File: src/rtl/regfile_debug_port_pkg.sv
// Shared definitions for the register-file debug access engine.
package regfile_debug_port_pkg;

    localparam int DEFAULT_WIDTH      = 32;
    localparam int DEFAULT_ADDR_WIDTH = 5;

    localparam logic [1:0] OP_READ  = 2'd0;
    localparam logic [1:0] OP_WRITE = 2'd1;
    localparam logic [1:0] OP_DUMP  = 2'd2;
    localparam logic [1:0] OP_NOP   = 2'd3;

    typedef enum logic [1:0] {
        IDLE = 2'd0,
        WR   = 2'd1,
        RD   = 2'd2,
        RESP = 2'd3
    } dbgState_t;

endpackage

File: src/rtl/regfile_debug_port.sv
// Debug initiator on the register-file read/write ports: single read,
// single write, or a dump of every register, with read data returned over
// a valid/ready response channel.
//
// state | meaning
// IDLE  | ready for a host command
// WR    | one-cycle write strobe to the regfile (suppressed for $zero)
// RD    | present address, capture regfile read data into response regs
// RESP  | response offered, held until rspReady
module regfile_debug_port
    import regfile_debug_port_pkg::*;
#(
    parameter int WIDTH      = DEFAULT_WIDTH,
    parameter int ADDR_WIDTH = DEFAULT_ADDR_WIDTH
) (
    input  logic                  clk,
    input  logic                  reset,
    input  logic                  cmdValid,
    output logic                  cmdReady,
    input  logic [1:0]            cmdOp,
    input  logic [ADDR_WIDTH-1:0] cmdAddr,
    input  logic [WIDTH-1:0]      cmdData,
    output logic                  rspValid,
    input  logic                  rspReady,
    output logic [ADDR_WIDTH-1:0] rspAddr,
    output logic [WIDTH-1:0]      rspData,
    output logic                  rspLast,
    output logic                  busy,
    output logic [ADDR_WIDTH-1:0] readAddr,
    input  logic [WIDTH-1:0]      readData,
    output logic                  regWrite,
    output logic [ADDR_WIDTH-1:0] writeAddr,
    output logic [WIDTH-1:0]      writeData
);

    localparam logic [ADDR_WIDTH-1:0] TOP_ADDR = '1;

    dbgState_t             state;
    dbgState_t             nextState;
    logic                  dumpFlag;
    logic [ADDR_WIDTH-1:0] addrQ;
    logic [WIDTH-1:0]      dataQ;

    // State register; reset abandons any command in flight.
    always_ff @(posedge clk) begin
        if (reset) begin
            state <= IDLE;
        end else begin
            state <= nextState;
        end
    end

    // Next state and port outputs; reset masks every strobe and handshake.
    always_comb begin
        nextState = state;
        cmdReady  = 1'b0;
        rspValid  = 1'b0;
        regWrite  = 1'b0;
        readAddr  = '0;
        busy      = (state != IDLE);
        writeAddr = addrQ;
        writeData = dataQ;
        case (state)
            IDLE: begin
                cmdReady = !reset;
                if (cmdValid) begin
                    case (cmdOp)
                        OP_READ:  nextState = RD;
                        OP_WRITE: nextState = WR;
                        OP_DUMP:  nextState = RD;
                        default:  nextState = IDLE;
                    endcase
                end
            end
            WR: begin
                regWrite  = !reset && (addrQ != '0);
                nextState = IDLE;
            end
            RD: begin
                readAddr  = addrQ;
                nextState = RESP;
            end
            RESP: begin
                rspValid = !reset;
                if (rspReady) begin
                    nextState = (dumpFlag && !rspLast) ? RD : IDLE;
                end
            end
            default: nextState = IDLE;
        endcase
    end

    // Command latch, dump address counter and response capture.
    always_ff @(posedge clk) begin
        if (reset) begin
            dumpFlag <= 1'b0;
            addrQ    <= '0;
            dataQ    <= '0;
            rspAddr  <= '0;
            rspData  <= '0;
            rspLast  <= 1'b0;
        end else begin
            case (state)
                IDLE: begin
                    if (cmdValid) begin
                        dumpFlag <= (cmdOp == OP_DUMP);
                        addrQ    <= (cmdOp == OP_DUMP) ? '0 : cmdAddr;
                        dataQ    <= cmdData;
                    end
                end
                RD: begin
                    rspAddr <= addrQ;
                    rspData <= readData;
                    rspLast <= !dumpFlag || (addrQ == TOP_ADDR);
                end
                RESP: begin
                    // Dump stops on rspLast at the top register, so the
                    // counter never needs to wrap.
                    if (rspReady && dumpFlag && !rspLast) begin
                        addrQ <= addrQ + 1'b1;
                    end
                end
                default: ;
            endcase
        end
    end

endmodule

File: config.mk
export PLATFORM = sky130hd
export DESIGN_NAME = regfile_debug_port
export DESIGN_NICKNAME = d
export VERILOG_FILES = /design/src/rtl/regfile_debug_port_pkg.sv /design/src/rtl/regfile_debug_port.sv
export SDC_FILE = /design/constraint.sdc
export NUM_CORES = 1
export LEC_CHECK = 0
export CAP_MARGIN = 20
export CORE_ASPECT_RATIO = 2
export CORE_MARGIN = 2
export CORE_UTILIZATION = 42
export CTS_CLUSTER_SIZE = 14
export DETAILED_ROUTE_END_ITERATION = 10
export PLACE_DENSITY = 0.91
export SYNTH_ARGS = -nofsm -noshare
export SYNTH_HDL_FRONTEND = slang
export SYNTH_SLANG_ARGS = --single-unit
File: constraint.sdc
create_clock -name clk -period 2.3 [get_ports clk]
set_input_delay 0.345 -clock clk [delete_from_list [all_inputs] [get_ports clk]]
set_output_delay 0.345 -clock clk [all_outputs]
set_load 0.05 [all_outputs]
## Word-level counts from Yosys, hierarchy flattened

Cells that the tools add are included.

- Eq/ne operators: 9
- Reduce and logical (&&, ||, !) cells: 17
- Mux-type cells: 13
- Add/subtract/negate cells: 1

Operator list:

| cell | number |
|---|---|
| 5-bit two-way mux | 4 |
| 5-bit one-hot mux with 2 select lines | 1 |
| 2-bit one-hot mux with 4 select lines | 1 |
| 2-bit == test, second input constant | 3 |
| 2-bit two-way mux | 3 |
| 2-bit inequality test, second input constant | 3 |
| 5-bit by 1-bit adder with 5-bit output, second input constant | 1 |
| 5-bit == test, second input constant | 1 |
| 5-bit nonzero test | 1 |
| 2-bit by 1-bit == test with 1-bit output, second input constant | 2 |
| 1-bit logical AND | 4 |
| 2-bit zero test | 2 |
| 2-bit one-hot mux with 2 select lines | 1 |
| 2-bit AND reduction | 2 |
| 2-bit nonzero test | 2 |
| 1-bit zero test | 3 |
| 1-bit two-way mux | 3 |
| 3-bit AND reduction | 1 |
| 2-bit OR reduction | 1 |
| 1-bit logical OR | 1 |

- Logic and storage cells: 47
- Register bits: 78

## Logic depth before layout (Yosys ltp)

- Word-level depth: 5
- Gate-level depth with buffers: 6

## Worst setup path after synthesis

No wires, ideal clock.

- Path type: reg2out
- From: register addrQ[0], in the netlist writeAddr[0]
- To: output regWrite
- Setup slack: -853 ps
- Buffers on the path: 0
- Stages on the path, launching flop included: 5
- Data required time: 1955 ps
- Data arrival time: 2808 ps
- Cell sequence: dfxtp_1 -> inv_1 -> ha_1 -> nor4b_1 -> nor4b_1

- Cells in the longest elaborated chain, start to end: 3

RTL lines:

| what | line | text |
|---|---|---|
| start, declared | regfile_debug_port.sv:41 | `logic [ADDR_WIDTH-1:0] addrQ;` |
| start signal, assigned | regfile_debug_port.sv:107 | `addrQ <= (cmdOp == OP_DUMP) ? '0 : cmdAddr;` |
| start signal, assigned | regfile_debug_port.sv:120 | `addrQ <= addrQ + 1'b1;` |
| 5-bit nonzero test | regfile_debug_port.sv:76 | `regWrite = !reset && (addrQ != '0);` |
| 1-bit logical AND | regfile_debug_port.sv:76 |  |
| 1-bit two-way mux | regfile_debug_port.sv:63 | `case (state)` |
| end, declared | regfile_debug_port.sv:31 | `output logic regWrite,` |

No other way between the ends.

## Final worst setup path

Ends and elaborated chain as after synthesis.

==> qor.txt <==
Status: completed
Clk pin slew, worst setup/hold paths: 0.06 ns
Hold Path End: writeData[11]
CP max FO: 6
Drt via density: 4.87
Worst r2r src: state[0]
RSZ-0062 raised after global routing: false
Root Driver: clkbuf_16
Worst r2r path cells: 5
Hold Slack: 0.451 ns
Static leakage: 1.86 nW
Tcrit/Tclk final: 0.897
Final Hold Vio Count: 0
Clk sinks: 78
GRT Resource Usage Total: 0.222
Largest net degree at the start of global routing: 50
Clock Latency Late Sink: 0.33 ns
Die W: 63.6 µm
Core Area: 6890 µm²
Max-Cap Viols: 0
Count of final setup violators: 0
Mapped Cells: 372
GR Util met2: 0.407
Grt met3 use: 0.0673
DR WL/cell: 14.1 µm
Port-buffer cells: 158
Initial antenna violation count: 0
Slew headroom: 0.542
CTS Hold Bufs: 0
Post-cts resize count: 0
Crit-path cells: inv_1 -> ha_1 -> nor4b_1 -> nor4b_4 -> buf_12
Slew @ Worst Pin: 0.687 ns
Final Core Density: 0.718
Peak VDD IR: 0.605 mV
Final instance area: 4940 µm²
Hold path cells: 2
Area Growth Syn to Fin: 65.8%
Ports: 159
Syn. warnings: 0
CTS tree: yes
Synthesized cell area: 2980 µm²
Setup TNS: 0 ns
R2R Path End: writeData[4]
Multi-input gate area: 1260 µm²
Worst hold start: writeData[11]
Diodes inserted: 0
Yosys cell types: 29
Fmax: 0.485 GHz
Post-route antenna net violation count: 0
Register area: 1560 µm²
CP max stage cell: nor4b_1
Routability congestion estimate: 0.810
Initial Util: 0.433
Synthesized area per cell: 8.01 µm²
Critical path class: flip-flop to output port
Ratio of cells with drive above 1 in the final layout: 0.0894
Detailed-route via count: 2998
Fill cells: 549
CTS Buffer Depth: 2
# DRC: 0
Placed inst area: 4650 µm²
Mapped Nets: 450
R2r setup slk: 0.52 ns
Setup crit end kind: output port
Row count: 43
Flops & latches, synth: 78
First-pass GRT wire length: 13.6 mm
Slowest Stage Delay on Critical Path: 0.48 ns
Chip Height: 123 µm
H-tree depth: 3
Power per cell area: 776 nW/µm²
Worst EP required: 1.96 ns
Starting DRC count in detailed routing: 166
GRT busiest layer: met2
Post-DP HPWL: 6.49 mm
Startpoint types: flip-flop
Setup Buffers After CTS: 0
Drt total wl: 8.67 mm
Num CTS Buffers: 9
DR pass1 iterations: 4
Final net count: 599
Crit path time final: 2.06 ns
Global route overflow: 0
Clk_skew: 0.00639 ns
Crit path DAT: 1.72 ns
Max-slew violations: 0
HP Class: flip-flop to flip-flop
Die Area: 7830 µm²
Seq/Total Area, Yosys: 0.524
Number of global-route vias before repair: 2916
Met1 usage: 0.228
## critical path: cells and delay by family (launching register included)
| family | cells | cell delay (ns) |
|---|---|---|
| flip-flops | 1 | 0.38 |
| adder cells (fa/ha/maj) | 1 | 0.14 |
| buffers and inverters | 2 | 0.29 |
| AND/OR/NAND/NOR | 2 | 0.58 |
## cells in the final DEF (no fill, tap or decap)
master,count
a211oi_1,1
a211oi_2,5
a21oi_1,72
a22oi_1,5
a2bb2oi_1,1
a31oi_1,1
and2_0,1
and3_1,1
buf_12,6
buf_2,1
buf_4,8
clkbuf_16,9
clkbuf_8,1
clkdlybuf4s50_1,148
clkinvlp_4,5
dfxtp_1,78
dlymetal6s2s_1,1
ha_1,3
inv_1,11
inv_6,1
nand2_1,142
nand2b_1,2
nand3_1,1
nand3b_1,1
nor2_1,3
nor2_2,6
nor2_4,1
nor2b_1,1
nor2b_4,1
nor4b_1,1
nor4b_4,1
o21ai_0,2
o21ai_4,1
or2_2,1
or3b_1,1
xnor2_1,1
xor2_1,1
## stage by stage
| stage | power, mW | cells | worst slack (ns) |
|---|---|---|---|
| 6_report | 3.83 | 616 | 0.237 |
| 3_5_place_dp | 2.56 | 600 | 0.301 |
| 4_1_cts | 3.88 | 616 | 0.0296 |
| 5_1_grt | 4.01 | 616 | 0.103 |
| 3_3_place_gp | 2.54 | 600 | 0.331 |
| 2_1_floorplan | 2.17 | 372 | 0.139 |
## state kept, by name, indices dropped and copies added, names as in the netlist
register	flops
dumpFlag	1
rspAddr	5
rspData	32
rspLast	1
state	2
writeAddr	5
writeData	32
## power by group
group	switching, mW	leakage [nW]	internal, mW
Clock	0.542	0.123	0.762
Sequential	0.0706	0.638	1.45
Combinational	0.624	1.09	0.385
## kinds of logic (layout without fill, tap and decap cells)
family,count (synthesis),after routing,synth area share
simple gates,164,164,0.227
flops,78,78,0.524
compound gates,88,88,0.171
buf+inv,37,191,0.0600
fa+ha+maj,3,3,0.0126
xor+xnor,2,2,0.00588
## cells in the mapped netlist
cell / count / area (µm²)
buf_6: 4 / 45.0
and2_0: 1 / 6.26
xnor2_1: 1 / 8.76
buf_2: 8 / 40.0
nand3_1: 1 / 5.00
a211oi_1: 1 / 7.51
and3_1: 1 / 6.26
xor2_1: 1 / 8.76
nor2_4: 1 / 11.3
a21oi_1: 72 / 360
or3b_1: 1 / 8.76
a211oi_2: 5 / 62.6
dfxtp_1: 78 / 1560
nand2_1: 142 / 533
nor2_2: 6 / 37.5
nor2_1: 3 / 11.3
ha_1: 3 / 37.5
o21ai_0: 2 / 10.0
a22oi_1: 5 / 37.5
a2bb2oi_1: 1 / 8.76
clkbuf_1: 14 / 52.6
a31oi_1: 1 / 6.26
inv_1: 11 / 41.3
o21ai_4: 1 / 16.3
nand2b_1: 2 / 12.5
nand3b_1: 1 / 7.51
nor4b_1: 2 / 17.5
nor2b_1: 2 / 12.5
or2_2: 1 / 6.26
## layout make-up
type,count,share of cell area
timing repair buffer,164,0.340
sequential,78,0.316
multi-input combinational,257,0.255
clock buffer,10,0.0484
tap,90,0.0228
clock inverter,6,0.00937
inverter,11,0.00835
## how the worst max path moves through the flow
stage,slack [ns],depth (start not counted),start,end
4_1_cts,0.03,2,state[1],busy
2_1_floorplan,0.14,4,writeAddr[0],regWrite
5_1_grt,0.10,5,writeAddr[0],regWrite
3_5_place_dp,0.30,5,cmdValid,writeData[2]
3_3_place_gp,0.33,5,cmdValid,writeData[20]
6_report,0.24,5,writeAddr[0],regWrite
## layer usage
layer | vias to the layer above | wire length [µm]
met1 | 1354 | 3080
met2 | 125 | 4710
li1 | 1498 | -
met4 | 0 | 250
met5 | - | 0
met3 | 21 | 627
Power figures use the tool's default switching activity.
